`config.mk`:
```
export PLATFORM = sky130hd
export DESIGN_NAME = regfile_wb_arbiter
export DESIGN_NICKNAME = d
export VERILOG_FILES = /design/src/rtl/regfile_wb_arbiter.sv
export SDC_FILE = /design/constraint.sdc
export NUM_CORES = 1
export LEC_CHECK = 0
export ABC_AREA = 0
export BUFFER_PORTS_ARGS = -buffer_cell sky130_fd_sc_hd__buf_2
export CORE_MARGIN = 2
export CORE_UTILIZATION = 35
export DETAILED_ROUTE_END_ITERATION = 12
export GPL_TIMING_DRIVEN = 0
export HOLD_SLACK_MARGIN = 0.05
export SKIP_CTS_REPAIR_TIMING = 1
export SLEW_MARGIN = 10
export SYNTH_ARGS = -nofsm -noshare
export SYNTH_HDL_FRONTEND = slang
export SYNTH_SLANG_ARGS = --single-unit
```
`constraint.sdc`:
```
create_clock -name clk -period 4.39 [get_ports clk]
set_input_delay 0.6585 -clock clk [delete_from_list [all_inputs] [get_ports clk]]
set_output_delay 0.6585 -clock clk [all_outputs]
set_load 0.01 [all_outputs]
```
`src/rtl/regfile_wb_arbiter.sv`:
```
// regfile_wb_arbiter
// Shares the single register-file write port between the ALU writeback path
// and the load (memory) writeback path. Each source owns a one-entry holding
// buffer behind a valid/ready handshake; a round-robin arbiter picks one full
// buffer per cycle and drives a registered write port into the register file.
// It also flags read-after-write hazards for two read addresses and counts
// cycles in which both buffers were full.
//
// Ports:
//   clk, rst_n                       clock, asynchronous active-low reset
//   alu_valid/alu_ready/addr/data    ALU writeback request channel
//   mem_valid/mem_ready/addr/data    load writeback request channel
//   rf_write_enable/addr, rf_data    registered register-file write port
//   rd_addr_a/b, hazard_a/b          read-after-write hazard query
//   conflict_count                   saturating count of both-full cycles
module regfile_wb_arbiter #(
  parameter int CNT_W = 16
) (
  input  logic             clk,
  input  logic             rst_n,
  input  logic             alu_valid,
  output logic             alu_ready,
  input  logic [4:0]       alu_addr,
  input  logic [31:0]      alu_data,
  input  logic             mem_valid,
  output logic             mem_ready,
  input  logic [4:0]       mem_addr,
  input  logic [31:0]      mem_data,
  output logic             rf_write_enable,
  output logic [4:0]       rf_write_addr,
  output logic [31:0]      rf_data,
  input  logic [4:0]       rd_addr_a,
  input  logic [4:0]       rd_addr_b,
  output logic             hazard_a,
  output logic             hazard_b,
  output logic [CNT_W-1:0] conflict_count
);

  typedef enum logic {
    SRC_ALU = 1'b0,
    SRC_MEM = 1'b1
  } src_e;

  logic             alu_full_q, alu_full_d;
  logic [4:0]       alu_addr_q, alu_addr_d;
  logic [31:0]      alu_data_q, alu_data_d;
  logic             mem_full_q, mem_full_d;
  logic [4:0]       mem_addr_q, mem_addr_d;
  logic [31:0]      mem_data_q, mem_data_d;
  src_e             last_grant_q, last_grant_d;
  logic             we_q, we_d;
  logic [4:0]       waddr_q, waddr_d;
  logic [31:0]      wdata_q, wdata_d;
  logic [CNT_W-1:0] cnt_q, cnt_d;

  logic alu_grant_s, mem_grant_s;
  logic alu_hs_s, mem_hs_s;
  logic both_full_s;

  // A read address hits if any write not yet visible in the register file
  // targets it; x0 never hazards since it is never written.
  function automatic logic raw_hit(
    input logic [4:0] rd,
    input logic       a_full, input logic [4:0] a_addr,
    input logic       m_full, input logic [4:0] m_addr,
    input logic       w_en,   input logic [4:0] w_addr
  );
    logic hit;
    hit = (a_full && (a_addr == rd)) ||
          (m_full && (m_addr == rd)) ||
          (w_en   && (w_addr == rd));
    return (rd != 5'd0) && hit;
  endfunction

  assign both_full_s = alu_full_q && mem_full_q;

  // Round-robin grant from buffer state only; on a conflict the source that
  // did not win last time is served.
  always_comb begin
    alu_grant_s = 1'b0;
    mem_grant_s = 1'b0;
    if (both_full_s) begin
      if (last_grant_q == SRC_MEM) begin
        alu_grant_s = 1'b1;
      end else begin
        mem_grant_s = 1'b1;
      end
    end else if (alu_full_q) begin
      alu_grant_s = 1'b1;
    end else if (mem_full_q) begin
      mem_grant_s = 1'b1;
    end else begin
      alu_grant_s = 1'b0;
      mem_grant_s = 1'b0;
    end
  end

  // A buffer being drained this cycle can accept a new entry on the same edge.
  assign alu_ready = !alu_full_q || alu_grant_s;
  assign mem_ready = !mem_full_q || mem_grant_s;
  assign alu_hs_s  = alu_valid && alu_ready;
  assign mem_hs_s  = mem_valid && mem_ready;

  // Next state: buffers (load beats clear, x0 writes dropped), pointer,
  // output register and saturating conflict counter.
  always_comb begin
    alu_full_d   = alu_full_q;
    alu_addr_d   = alu_addr_q;
    alu_data_d   = alu_data_q;
    mem_full_d   = mem_full_q;
    mem_addr_d   = mem_addr_q;
    mem_data_d   = mem_data_q;
    last_grant_d = last_grant_q;
    we_d         = alu_grant_s || mem_grant_s;
    waddr_d      = waddr_q;
    wdata_d      = wdata_q;
    cnt_d        = cnt_q;

    if (alu_hs_s) begin
      alu_full_d = (alu_addr != 5'd0);
      alu_addr_d = alu_addr;
      alu_data_d = alu_data;
    end else if (alu_grant_s) begin
      alu_full_d = 1'b0;
    end else begin
      alu_full_d = alu_full_q;
    end

    if (mem_hs_s) begin
      mem_full_d = (mem_addr != 5'd0);
      mem_addr_d = mem_addr;
      mem_data_d = mem_data;
    end else if (mem_grant_s) begin
      mem_full_d = 1'b0;
    end else begin
      mem_full_d = mem_full_q;
    end

    // The pointer only moves when it actually decided something.
    if (both_full_s) begin
      last_grant_d = alu_grant_s ? SRC_ALU : SRC_MEM;
      if (cnt_q != {CNT_W{1'b1}}) begin
        cnt_d = cnt_q + CNT_W'(1);
      end else begin
        cnt_d = cnt_q;
      end
    end else begin
      last_grant_d = last_grant_q;
    end

    if (alu_grant_s) begin
      waddr_d = alu_addr_q;
      wdata_d = alu_data_q;
    end else if (mem_grant_s) begin
      waddr_d = mem_addr_q;
      wdata_d = mem_data_q;
    end else begin
      waddr_d = waddr_q;
      wdata_d = wdata_q;
    end
  end

  // State registers; reset empties buffers and points at MEM so the ALU wins
  // the first conflict.
  always_ff @(posedge clk or negedge rst_n) begin
    if (!rst_n) begin
      alu_full_q   <= 1'b0;
      alu_addr_q   <= 5'd0;
      alu_data_q   <= 32'd0;
      mem_full_q   <= 1'b0;
      mem_addr_q   <= 5'd0;
      mem_data_q   <= 32'd0;
      last_grant_q <= SRC_MEM;
      we_q         <= 1'b0;
      waddr_q      <= 5'd0;
      wdata_q      <= 32'd0;
      cnt_q        <= {CNT_W{1'b0}};
    end else begin
      alu_full_q   <= alu_full_d;
      alu_addr_q   <= alu_addr_d;
      alu_data_q   <= alu_data_d;
      mem_full_q   <= mem_full_d;
      mem_addr_q   <= mem_addr_d;
      mem_data_q   <= mem_data_d;
      last_grant_q <= last_grant_d;
      we_q         <= we_d;
      waddr_q      <= waddr_d;
      wdata_q      <= wdata_d;
      cnt_q        <= cnt_d;
    end
  end

  assign rf_write_enable = we_q;
  assign rf_write_addr   = waddr_q;
  assign rf_data         = wdata_q;
  assign conflict_count  = cnt_q;

  // The rf_write term covers the cycle where the register file still returns
  // the old value for a read issued alongside the write.
  assign hazard_a = raw_hit(rd_addr_a, alu_full_q, alu_addr_q,
                            mem_full_q, mem_addr_q, we_q, waddr_q);
  assign hazard_b = raw_hit(rd_addr_b, alu_full_q, alu_addr_q,
                            mem_full_q, mem_addr_q, we_q, waddr_q);

endmodule

```
---- After elaboration in Yosys (flattened, before gate mapping) ----
Cells that the tools add are included.
word-level totals
  flip-flop bits (word level) ............. 131
  bits of input ports ..................... 88
  output and inout bits ................... 58
cells by class
  add/sub/neg operators ................... 1
  equal/unequal tests ..................... 7
  multiplexer cells ....................... 16
  reductions and logical operators ........ 28
operator list
  kind                   number
  $mux 32                2
  $eq 5x5->1             6
  $reduce_bool 5->1      4
  $add 16x1->16 const B  1
  $ne 16x16->1 const B   1
  $mux 1                 12
  $logic_and 1x1->1      11
  $mux 5                 2
  $logic_or 1x1->1       7
  $reduce_bool 2->1      3
  $logic_not 1->1        2
  $reduce_and 2->1       1

---- Depth between registers and ports, before layout ----
  depth after elaboration ................. 6
  depth in mapped cells ................... 6
  depth with buffers taken out ............ 5

---- Worst setup path before layout ----
Ideal clock, no wire load.
  path type ............................... input -> output
  start ................................... in rd_addr_a[2]
  end ..................................... out hazard_a
  arrival ................................. 1405 ps
  data required time ...................... 3732 ps
  slack ................................... 2326 ps
  stages .................................. 4
  cells stage by stage .................... xor2_1 -> nor4_1 -> a32oi_1 -> a21oi_1
on the way
  longest elaborated chain between the ends .. 5
  elaborated cells between the ends (all ways) .. 10
  those cells by class .................... 3 x eq/ne; 7 x reduce/logical
ends and longest elaborated chain
  what                                         RTL line  RTL
  from (decl)                                  32        input logic [4:0] rd_addr_a,
  $eq 5x5->1, on equally long branches         69, 70
  $logic_and 1x1->1, on equally long branches  69, 70
  $logic_or 1x1->1                             69        hit = (a_full && (a_addr == rd)) ||
  $logic_or 1x1->1                             70        (m_full && (m_addr == rd)) ||
  $logic_and 1x1->1 *                          72        return (rd != 5'd0) && hit;
  to (decl)                                    34        output logic hazard_a,
Every way passes the cells marked *; elsewhere a longest branch is shown, timed or not.

---- Worst setup path in the final report ----
  start ................................... reg mem_addr_q[2]
  end ..................................... out hazard_a
on the way
  longest elaborated chain between the ends .. 5
ends and longest elaborated chain
  what                    RTL line  RTL
  from (decl)             48        logic [4:0] mem_addr_q, mem_addr_d;
  from (signal assigned)  183       mem_addr_q <= mem_addr_d;
  $eq 5x5->1              70
  $logic_and 1x1->1       70
  $logic_or 1x1->1        69
  $logic_or 1x1->1        70
  $logic_and 1x1->1       72
Every way passes these cells.

==> results_dict.tcl <==
set metrics [dict create \
    crit_start "mem_addr_q[2]$_DFFE_PN0P_" \
    p_int_mw 3.10 \
    grt_use_total_pct 17.1 \
    ys_ff_latch 131 \
    cap_violations 0 \
    r2r_slack_ns 2.38 \
    crit_arrival_ns 1.82 \
    place.gp.congestion 0.882 \
    cts_root_buffer "clkbuf_16" \
    rows 46 \
    portBuffers 145 \
    cts_max_path_buffers 2 \
    finalHoldViolCount 0 \
    synth_cell_types 38 \
    fmax_mhz 404 \
    vias 4183 \
    cp-end-kind "output pin" \
    critPathLaunchType "register" \
    yosysSeqAreaShare_pct 57.8 \
    r2r-end "mem_data_q[5]$_DFFE_PN0P_" \
    finalClockSkew_ns 0.00854 \
    ant_nets 0 \
    synthCells 462 \
    reg2reg_depth 5 \
    synth-compound-area-share_pct 6.37 \
    grt.overflow.total 0 \
    yosys_warnings 0 \
    synth_xor_area_share_pct 6.33 \
    crit_family "flip-flops" \
    combPwrFrac_pct 26.2 \
    grt_max_degree 72 \
    clk_latency_ns 0.41 \
    tritoncts "yes" \
    switching_share_pct 31.5 \
    p_clk_share_pct 32.3 \
    avgSynthCellArea_um2 12.3 \
    regToRegStartpoint "alu_full_q$_DFFE_PN0P_" \
    drv_slew 0 \
    crit_required_ns 3.73 \
    fin_setup_tns_ns 0 \
    fin_ws_ns 1.92 \
    synth-main-ff-cell "dfrtp_1" \
    dpl.hpwl_um 10000 \
    synth_top_area_cell "dfrtp_1" \
    max_slew.worst_pin.slew_ns 0.612 \
    setup_violations 0 \
    ys_top_cells_by_count "130 x dfrtp_1, 84 x nand2_1, 75 x mux2_2, 37 x a22oi_1, 34 x xor2_1" \
    antennaDiodeCount 0 \
    drtIter0Drc 206 \
    core_um2 15900 \
    yosys-mux-area-fraction_pct 15.3 \
    hold_path.class "primary input to asynchronous set/reset pin" \
    crit_path_end "hazard_a" \
    wl_per_cell_um 16.5 \
    synth_top_family_by_area "multiplexers" \
    worst-path-buf-inv 1 \
    grt_pass1_vias 4501 \
    whs_ns 0.202 \
    via_per_inst 4.89 \
    seqPwrFrac_pct 41.5 \
    relSlewSlack_pct 59.0 \
    finalWirelength_um 14100 \
    io_pins 146 \
    ir_worst_vdd_mv 0.296 \
    synthAdderAreaFrac_pct 0.220 \
    yosys.area_share.simple_pct 12.1 \
    powerDensity_nw_per_um2 617 \
    areaGrowthSynthToFinish_pct 29.0 \
    htreeDepth 4 \
    synth-edff-count 0 \
    synthesis.nets 551 \
    synthArstFlopShare_pct 100 \
    drive_gt1_share_pct 42.7 \
    fin_nets 716 \
    rsz0062_at_grt "false" \
    netlist_area_um2 5680 \
    cp.depth 5 \
    dp_slack_ns 2.02 \
    start_util_pct 35.7 \
    firstDrtPassIters 4 \
    finalCritPeriodShare_pct 56.4 \
    synthTopCellsByArea "dfrtp_1 57%, mux2_2 15%, nand2_1 5.6%" \
    fin_crit_ns 2.47 \
    status "finished clean" \
    cts_buffers 17 \
    drcViolationCount 0 \
    cp_slowest_stage_delay_ns 0.43 \
    grt_pass1_wl_um 23400 \
    die_h_um 131 \
    worstPathMaxFanout 4 \
    synth_top_area_share_pct 57.3 \
    p_leak_nw 3.51 \
    path_cells "xor2_1 > nor4_1 > nand3_1 > a21oi_1 > buf_2" \
    clk_pin_slew_ns 0.06 \
    cts_sinks 131 \
    crit_type "register to output pin" \
    dieArea_um2 17300 \
    switching_power_mw 1.42 \
    slowest_stage "dfrtp_1" \
    antenna_found_initial 0 \
    yosysMostFrequentCell "dfrtp_1" \
    die_w_um 131 \
]
[how the worst min path moves through the flow]
stage / from / slack, ns / end / cells after the start
final: rst_n / 0.20 / alu_data_q[21]$_DFFE_PN0P_ / 1
after global routing: rst_n / 0.24 / alu_data_q[21]$_DFFE_PN0P_ / 1
after CTS: rst_n / 0.23 / alu_data_q[21]$_DFFE_PN0P_ / 1
after detailed placement: mem_data_q[12]$_DFFE_PN0P_ / 0.46 / rf_data[12]$_DFFE_PN0P_ / 2
after global placement: mem_data_q[7]$_DFFE_PN0P_ / 0.45 / rf_data[7]$_DFFE_PN0P_ / 2
after floorplan: rst_n / 0.36 / alu_addr_q[0]$_DFFE_PN0P_ / 0
[per-layer routing]
layer / track usage, % / vias up / wire, um
met5: 0 / - / 0
met4: 6.52 / 0 / 250
met3: 4.98 / 20 / 772
met2: 28.7 / 126 / 6910
met1: 20.9 / 2081 / 6170
li1: - / 1956 / -
[stage by stage]
stage	instances	power, mW	util (%)	instance area [um^2]
after detailed placement	824	3.10	42.2	6710
after global routing	856	4.81	46.1	7320
after CTS	856	4.59	46.1	7320
after global placement	823	3.05	42.0	6670
after floorplan	462	2.57	-	5680
final	856	4.52	46.1	7320
[layout by cell type, fill, tap and decap left out, drive strengths merged]
cell type / n
clkinv: 5
nand2: 85
xor2: 34
nor4: 11
nor4b: 1
nand3: 12
a21oi: 2
dfrtp: 130
clkinvlp: 1
xnor2: 7
a22oi: 37
bufinv: 3
o21ai: 2
and4: 1
a21boi: 2
dfstp: 1
and2: 2
inv: 4
a31oi: 1
clkbuf: 31
buf: 157
nor3b: 1
o31ai: 1
a32oi: 2
nor3: 5
or4: 4
nor2: 11
nand4: 7
ha: 1
o311a: 1
nand2b: 1
mux2: 77
[power groups by stage]
stage	Clock [mW]	Sequential [mW]	Combinational, mW
6_report	1.46	1.88	1.19
5_1_grt	1.55	1.93	1.32
4_1_cts	1.50	1.88	1.21
3_5_place_dp	0	1.89	1.21
3_3_place_gp	0	1.88	1.17
2_1_floorplan	0	1.93	0.644
[area by class of cell]
cell class / count / area (um^2)
tap: 216 / 270
inverter: 4 / 15.0
multi-input combinational: 308 / 2290
timing repair buffer: 146 / 759
clock buffer: 23 / 488
buffer: 19 / 92.6
sequential: 131 / 3280
clock inverter: 9 / 126
fill: 1530 / 8560
[sequential cells by signal (all words and copies together), names as in the netlist]
signal	count
alu_data_q	32
alu_full_q	1
last_grant_q	1
mem_full_q	1
mem_addr_q	5
alu_addr_q	5
rf_data	32
rf_write_addr	5
rf_write_enable	1
conflict_count	16
mem_data_q	32
[logic make-up (layout without fill, tap and decap cells)]
| group | after synthesis | in the layout |
|---|---|---|
| multiplexers | 77 | 77 |
| buffers and inverters | 23 | 201 |
| flip-flops | 131 | 131 |
| AO/OA/AOI/OAI | 48 | 48 |
| XOR/XNOR | 41 | 41 |
| AND/OR/NAND/NOR | 141 | 141 |
| adder cells (fa/ha/maj) | 1 | 1 |
Power figures use the tool's default switching activity.
